[config.mk]
export PLATFORM = sky130hd
export DESIGN_NAME = midi_parser
export DESIGN_NICKNAME = d
export VERILOG_FILES = /design/src/rtl/midi_pkg.sv /design/src/rtl/midi_parser.sv
export SDC_FILE = /design/constraint.sdc
export NUM_CORES = 1
export LEC_CHECK = 0
export CAP_MARGIN = 20
export CORE_ASPECT_RATIO = 0.8
export CORE_MARGIN = 4
export CORE_UTILIZATION = 52
export DETAILED_ROUTE_END_ITERATION = 7
export GPL_TIMING_DRIVEN = 0
export PLACE_DENSITY = 0.82
export SETUP_SLACK_MARGIN = 0.3
export SLEW_MARGIN = 20
export SYNTH_ARGS = -nofsm -noshare
export SYNTH_HDL_FRONTEND = slang
export SYNTH_SLANG_ARGS = --single-unit
[constraint.sdc]
create_clock -name CLK -period 3.12 [get_ports CLK]
set_input_delay 0.624 -clock CLK [delete_from_list [all_inputs] [get_ports CLK]]
set_output_delay 0.624 -clock CLK [all_outputs]
set_load 0.1 [all_outputs]
[src/rtl/midi_pkg.sv]
// midi_pkg: shared constants for the MIDI byte parser.
//   - status high-nibble codes used for channel-message decode
//   - lowest real-time status value (0xF8..0xFF are transparent to parsing)
//   - parser FSM state encoding
package midi_pkg;

    localparam logic [3:0] NIB_NOTE_OFF = 4'h8;
    localparam logic [3:0] NIB_NOTE_ON  = 4'h9;
    localparam logic [3:0] NIB_PROG     = 4'hC;
    localparam logic [3:0] NIB_SYSTEM   = 4'hF;
    localparam logic [7:0] REALTIME_MIN = 8'hF8;

    typedef enum logic [2:0] {
        IDLE  = 3'd0,
        KEY   = 3'd1,
        VEL   = 3'd2,
        PROG  = 3'd3,
        SKIP2 = 3'd4,
        SKIP1 = 3'd5
    } state_e;

endpackage

[src/rtl/midi_parser.sv]
// midi_parser: decodes a MIDI byte stream for one channel into synth controls.
//   Parameter CHANNEL   : MIDI channel (0-15) accepted; others are skipped.
//   CLK                 : system clock
//   RST                 : asynchronous active-high reset
//   RX_DATA / RX_VALID  : received byte and its one-cycle strobe
//   NOTE_NUM            : note of the last accepted note-on
//   PROGRAM             : last program-change value (waveform select)
//   VELOCITY            : velocity of the last accepted note-on
//   GATE                : high while the current note is held
//   NOTE_TRIG           : one-cycle pulse per accepted note-on
// Build option: define MIDI_RUNNING_STATUS_EN to keep running status, i.e.
// return to the message's first-data state after each completed message.
import midi_pkg::*;

module midi_parser #(
    parameter logic [3:0] CHANNEL = 4'd0
) (
    input  logic       CLK,
    input  logic       RST,
    input  logic [7:0] RX_DATA,
    input  logic       RX_VALID,
    output logic [6:0] NOTE_NUM,
    output logic [6:0] PROGRAM,
    output logic [6:0] VELOCITY,
    output logic       GATE,
    output logic       NOTE_TRIG
);

    state_e     state_q,     state_d;
    logic       note_on_q,   note_on_d;
    logic [6:0] key_q,       key_d;
    logic [6:0] note_num_q,  note_num_d;
    logic [6:0] program_q,   program_d;
    logic [6:0] velocity_q,  velocity_d;
    logic       gate_q,      gate_d;
    logic       note_trig_q, note_trig_d;
`ifdef MIDI_RUNNING_STATUS_EN
    // First-data state of the stored running status; IDLE means none.
    state_e     run_q,       run_d;
`endif
    state_e     done_state;

    // Map a non-real-time status byte to the state expecting its first data byte.
    function automatic state_e decode_status(input logic [7:0] b);
        logic [3:0] hi;
        logic [3:0] ch;
        state_e     s;
        hi = b[7:4];
        ch = b[3:0];
        s  = IDLE;
        if (hi == NIB_NOTE_OFF || hi == NIB_NOTE_ON) begin
            s = (ch == CHANNEL) ? KEY : SKIP2;
        end else if (hi == NIB_PROG) begin
            s = (ch == CHANNEL) ? PROG : SKIP1;
        end else if (hi == NIB_SYSTEM) begin
            s = IDLE;
        end else if (hi == 4'hD) begin
            s = SKIP1;
        end else begin
            s = SKIP2;  // 0xA, 0xB, 0xE
        end
        return s;
    endfunction

    always_comb begin
`ifdef MIDI_RUNNING_STATUS_EN
        done_state = run_q;
`else
        done_state = IDLE;
`endif
    end

    always_comb begin
        state_d     = state_q;
        note_on_d   = note_on_q;
        key_d       = key_q;
        note_num_d  = note_num_q;
        program_d   = program_q;
        velocity_d  = velocity_q;
        gate_d      = gate_q;
        note_trig_d = 1'b0;
`ifdef MIDI_RUNNING_STATUS_EN
        run_d       = run_q;
`endif
        // Real-time bytes fall through untouched, even mid-message.
        if (RX_VALID && (RX_DATA < REALTIME_MIN)) begin
            if (RX_DATA[7]) begin
                // Any status aborts a partial message and starts a new one.
                state_d   = decode_status(RX_DATA);
                note_on_d = (RX_DATA[7:4] == NIB_NOTE_ON);
`ifdef MIDI_RUNNING_STATUS_EN
                run_d     = decode_status(RX_DATA);
`endif
            end else begin
                case (state_q)
                    KEY: begin
                        key_d   = RX_DATA[6:0];
                        state_d = VEL;
                    end
                    VEL: begin
                        if (note_on_q && (RX_DATA[6:0] != 7'd0)) begin
                            note_num_d  = key_q;
                            velocity_d  = RX_DATA[6:0];
                            gate_d      = 1'b1;
                            note_trig_d = 1'b1;
                        end else if (key_q == note_num_q) begin
                            gate_d = 1'b0;
                        end
                        state_d = done_state;
                    end
                    PROG: begin
                        program_d = RX_DATA[6:0];
                        state_d   = done_state;
                    end
                    SKIP2:   state_d = SKIP1;
                    SKIP1:   state_d = done_state;
                    default: state_d = state_q;
                endcase
            end
        end
    end

    always_ff @(posedge CLK or posedge RST) begin
        if (RST) begin
            state_q     <= IDLE;
            note_on_q   <= 1'b0;
            key_q       <= '0;
            note_num_q  <= '0;
            program_q   <= '0;
            velocity_q  <= '0;
            gate_q      <= 1'b0;
            note_trig_q <= 1'b0;
`ifdef MIDI_RUNNING_STATUS_EN
            run_q       <= IDLE;
`endif
        end else begin
            state_q     <= state_d;
            note_on_q   <= note_on_d;
            key_q       <= key_d;
            note_num_q  <= note_num_d;
            program_q   <= program_d;
            velocity_q  <= velocity_d;
            gate_q      <= gate_d;
            note_trig_q <= note_trig_d;
`ifdef MIDI_RUNNING_STATUS_EN
            run_q       <= run_d;
`endif
        end
    end

    assign NOTE_NUM  = note_num_q;
    assign PROGRAM   = program_q;
    assign VELOCITY  = velocity_q;
    assign GATE      = gate_q;
    assign NOTE_TRIG = note_trig_q;

endmodule
==> results.py <==
metrics = {
    "timing": {
        "rsz0062_at_grt": "no",
        "hold_viol_final": 0,
        "clock_skew_ns": 0.00227,
        "fin_ws_ns": 0.495,
        "min_period_ns": 2.63,
        "relSlewSlack_pct": 34.1,
        "tightest_slew_ns": 0.985,
        "fin_setup_tns_ns": 0,
        "drv_slew": 0,
        "timing.final.crit_share_pct": 84.1,
        "fmax_ghz": 0.381,
        "setup_viol": 0,
    },
    "yosys": {
        "yosysSeqAreaShare_pct": 57.2,
        "synth_warnings": 0,
        "synth_top_area_cell": "dfrtp_1",
        "synthAdderAreaFrac_pct": 0,
        "synth-compound-area-share_pct": 7.74,
        "syn_inst": 115,
        "synth_xor_area_share_pct": 4.12,
        "muxShareOfSynthArea_pct": 19.7,
        "syn_area_per_cell_um2": 12.9,
        "synth.cell_area_um2": 1490,
        "synth_top_family_by_area": "multiplexers",
        "synth_area_leaders": "dfrtp_1, mux2_2, xor2_1",
        "synth_cell_type_count": 23,
        "synth_top_area_share_pct": 57.2,
        "synth_nets": 126,
        "synthSimpleGateAreaFrac_pct": 8.24,
        "ys_ff_latch": 34,
    },
    "worst_setup_path": {
        "worst_path_max_delay_cell": "nor4_1",
        "crit_chain": "clkdlybuf4s50_1 > nor4_1 > nand2b_1 > o311ai_4 > buf_6 > mux2_2",
        "crit_required_ns": 3.34,
        "worst_setup_path_start_kind": "primary input",
        "arrival_ns": 2.84,
        "timing.rr.start": "state_q[2]",
        "worstReg2RegEnd": "VELOCITY[1]",
        "reg2regPathDepth": 5,
        "worst_setup_path_end_kind": "flip-flop",
        "critical_path_class": "primary input to flip-flop",
        "reg2reg_slack_ns": 1.37,
        "crit_start": "RX_DATA[1]",
        "slowest_delay_ns": 0.52,
        "path_max_fanout": 10,
    },
    "final_layout": {
        "layout.nets": 164,
        "area_growth_pct": 29.4,
        "register_area_um2": 851,
        "fillers": 202,
        "multiInputGateArea_um2": 592,
        "drive_gt1_share_pct": 24.0,
        "diodes": 0,
    },
    "placement": {
        "port_buffers": 31,
        "place_congestion": 0.897,
        "hpwl_um": 2230,
        "dp_slack_ns": 0.149,
    },
    "floorplanning": {
        "num_rows": 17,
        "die_w_um": 67.8,
        "core_um2": 2740,
        "ios": 34,
        "die_area_um2": 3790,
        "dieHeight_um": 55.8,
        "initial_core_util_pct": 54.2,
    },
    "min_path": {
        "hold_depth": 2,
        "whs_endpoint": "PROGRAM[4]",
        "min_path_type": "flip-flop to flip-flop",
        "hp-start": "PROGRAM[4]",
    },
    "clocking": {
        "cts.sinks": 34,
        "cts_tree": "done",
        "clk_latency_ns": 0.32,
        "ctsHoldBuffers": 0,
        "clockBufferDepth": 2,
        "ctsHtreeMaxLevel": 2,
        "path_clk_slew_ns": 0.10,
        "root_buffer": "clkbuf_4",
        "numCtsBuffers": 5,
        "cts_resized": 0,
        "cts_setup_buffers": 0,
    },
    "global_route": {
        "grt_pass1_vias": 1139,
        "grt_pass1_wl_um": 5120,
        "overflow": 0,
        "antenna_found_initial": 0,
        "grt_max_degree": 35,
        "grt_use_total_pct": 18.2,
    },
    "outcome": {
        "status": "finished, final reports clean",
    },
    "detailed_routing": {
        "num_vias": 1059,
        "drc_errors": 0,
        "avgRoutedWirePerCell_um": 15.5,
        "drt_pass1_iterations": 4,
        "vias_per_cell": 5.52,
        "ant_nets": 0,
        "drt_iter0_drc": 50,
        "routed_wl_um": 2980,
    },
    "job": {
        "maxCapViolCount": 0,
    },
    "power": {
        "p_leak_nw": 0.916,
        "powerDensity_nw_per_um2": 990,
        "worst_ir_drop_vdd_v": 0.000714,
    },
}
[through the flow]
| stage | power [mW] | area (um2) | hold WS, ns | utilization (%) | instances |
|---|---|---|---|---|---|
| after floorplan | 1.39 | 1490 | 0.487 | - | 115 |
| after global placement | 1.60 | 1850 | 0.466 | 67.3 | 184 |
| after detailed placement | 1.63 | 1850 | 0.479 | 67.3 | 184 |
| after CTS | 1.92 | 1920 | 0.505 | 70.1 | 192 |
| after global routing | 1.99 | 1920 | 0.548 | 70.1 | 192 |
| final | 1.91 | 1920 | 0.494 | 70.1 | 192 |
[cell families after synthesis]
family | Yosys count
DFF | 34
muxes | 26
and+or+nand+nor | 23
AOI/OAI and AO/OA | 15
buffers and inverters | 10
xor gates and xnor gates | 7
[report_power, final]
group	internal [mW]	switching, mW	leakage, nW
Combinational	0.255	0.696	0.423
Clock	0.154	0.139	0.0446
Sequential	0.568	0.0936	0.449
Total	0.977	0.928	0.916
[Yosys cell counts (all sizes together)]
cell type,count
o41ai,1
mux2,26
buf,1
nand4,4
a21oi,2
nand4bb,1
o311ai,1
nor3,2
nand2,5
clkbuf,3
o21ai,6
nor2,4
nand2b,2
inv,6
a211o,1
and3,2
xor2,7
dfrtp,34
a32oi,1
o31ai,2
nand3,1
a22oi,1
nor4,2
[per-layer routing]
metal	vias up	GRT usage, %	part of all wire (%)
met3	8	6.06	7.0
met5	-	0	0
li1	492	-	-
met2	41	28.2	47
met1	518	23.2	43
met4	0	7.93	2.1
[layout make-up]
cell class	count	area share [%]
flip-flops and latches	34	44.2
multi-input cells	71	30.8
repair buffers	31	16.1
clock buffers	8	4.10
well taps	38	2.47
plain buffers	4	1.17
inverters	6	1.17
[cell usage in the layout, fill, tap and decap left out]
| master | instances |
|---|---|
| dfrtp_1 | 34 |
| clkdlybuf4s50_1 | 31 |
| mux2_2 | 26 |
| xor2_1 | 7 |
| o21ai_0 | 6 |
| inv_1 | 5 |
| nand2_1 | 5 |
| clkbuf_4 | 5 |
| nor2_1 | 4 |
| nand4_1 | 4 |
| clkbuf_1 | 3 |
| clkbuf_8 | 3 |
| nor4_1 | 2 |
| nand2b_1 | 2 |
| nor3_1 | 2 |
| and3_1 | 2 |
| a21oi_1 | 2 |
| o31ai_1 | 2 |
| nand4bb_1 | 1 |
| o311ai_4 | 1 |
| buf_6 | 1 |
| nand3_1 | 1 |
| o41ai_1 | 1 |
| inv_2 | 1 |
| a32oi_1 | 1 |
| a211o_1 | 1 |
| a22oi_1 | 1 |
[flip-flops by register name (all words and copies together), names as in the netlist]
register	cells
GATE	1
NOTE_NUM	7
NOTE_TRIG	1
PROGRAM	7
VELOCITY	7
key_q	7
note_on_q	1
state_q	3
[worst max path at each step]
| stage | to | slack [ns] | cells past startpoint |
|---|---|---|---|
| 6_report | VELOCITY[1] | 0.49 | 6 |
| 3_5_place_dp | VELOCITY[4] | 0.15 | 6 |
| 5_1_grt | VELOCITY[1] | 0.44 | 6 |
| 3_3_place_gp | VELOCITY[0] | 0.18 | 6 |
| 4_1_cts | VELOCITY[4] | 0.49 | 6 |
| 2_1_floorplan | NOTE_NUM[6] | 0.94 | 5 |
[critical path, delay by kind of cell]
family | cells | cell delay (ns)
AOI/OAI and AO/OA | 1 | 0.44
buffers and inverters | 2 | 0.70
muxes | 1 | 0.35
and+or+nand+nor | 2 | 0.72
Power figures use the tool's default switching activity.
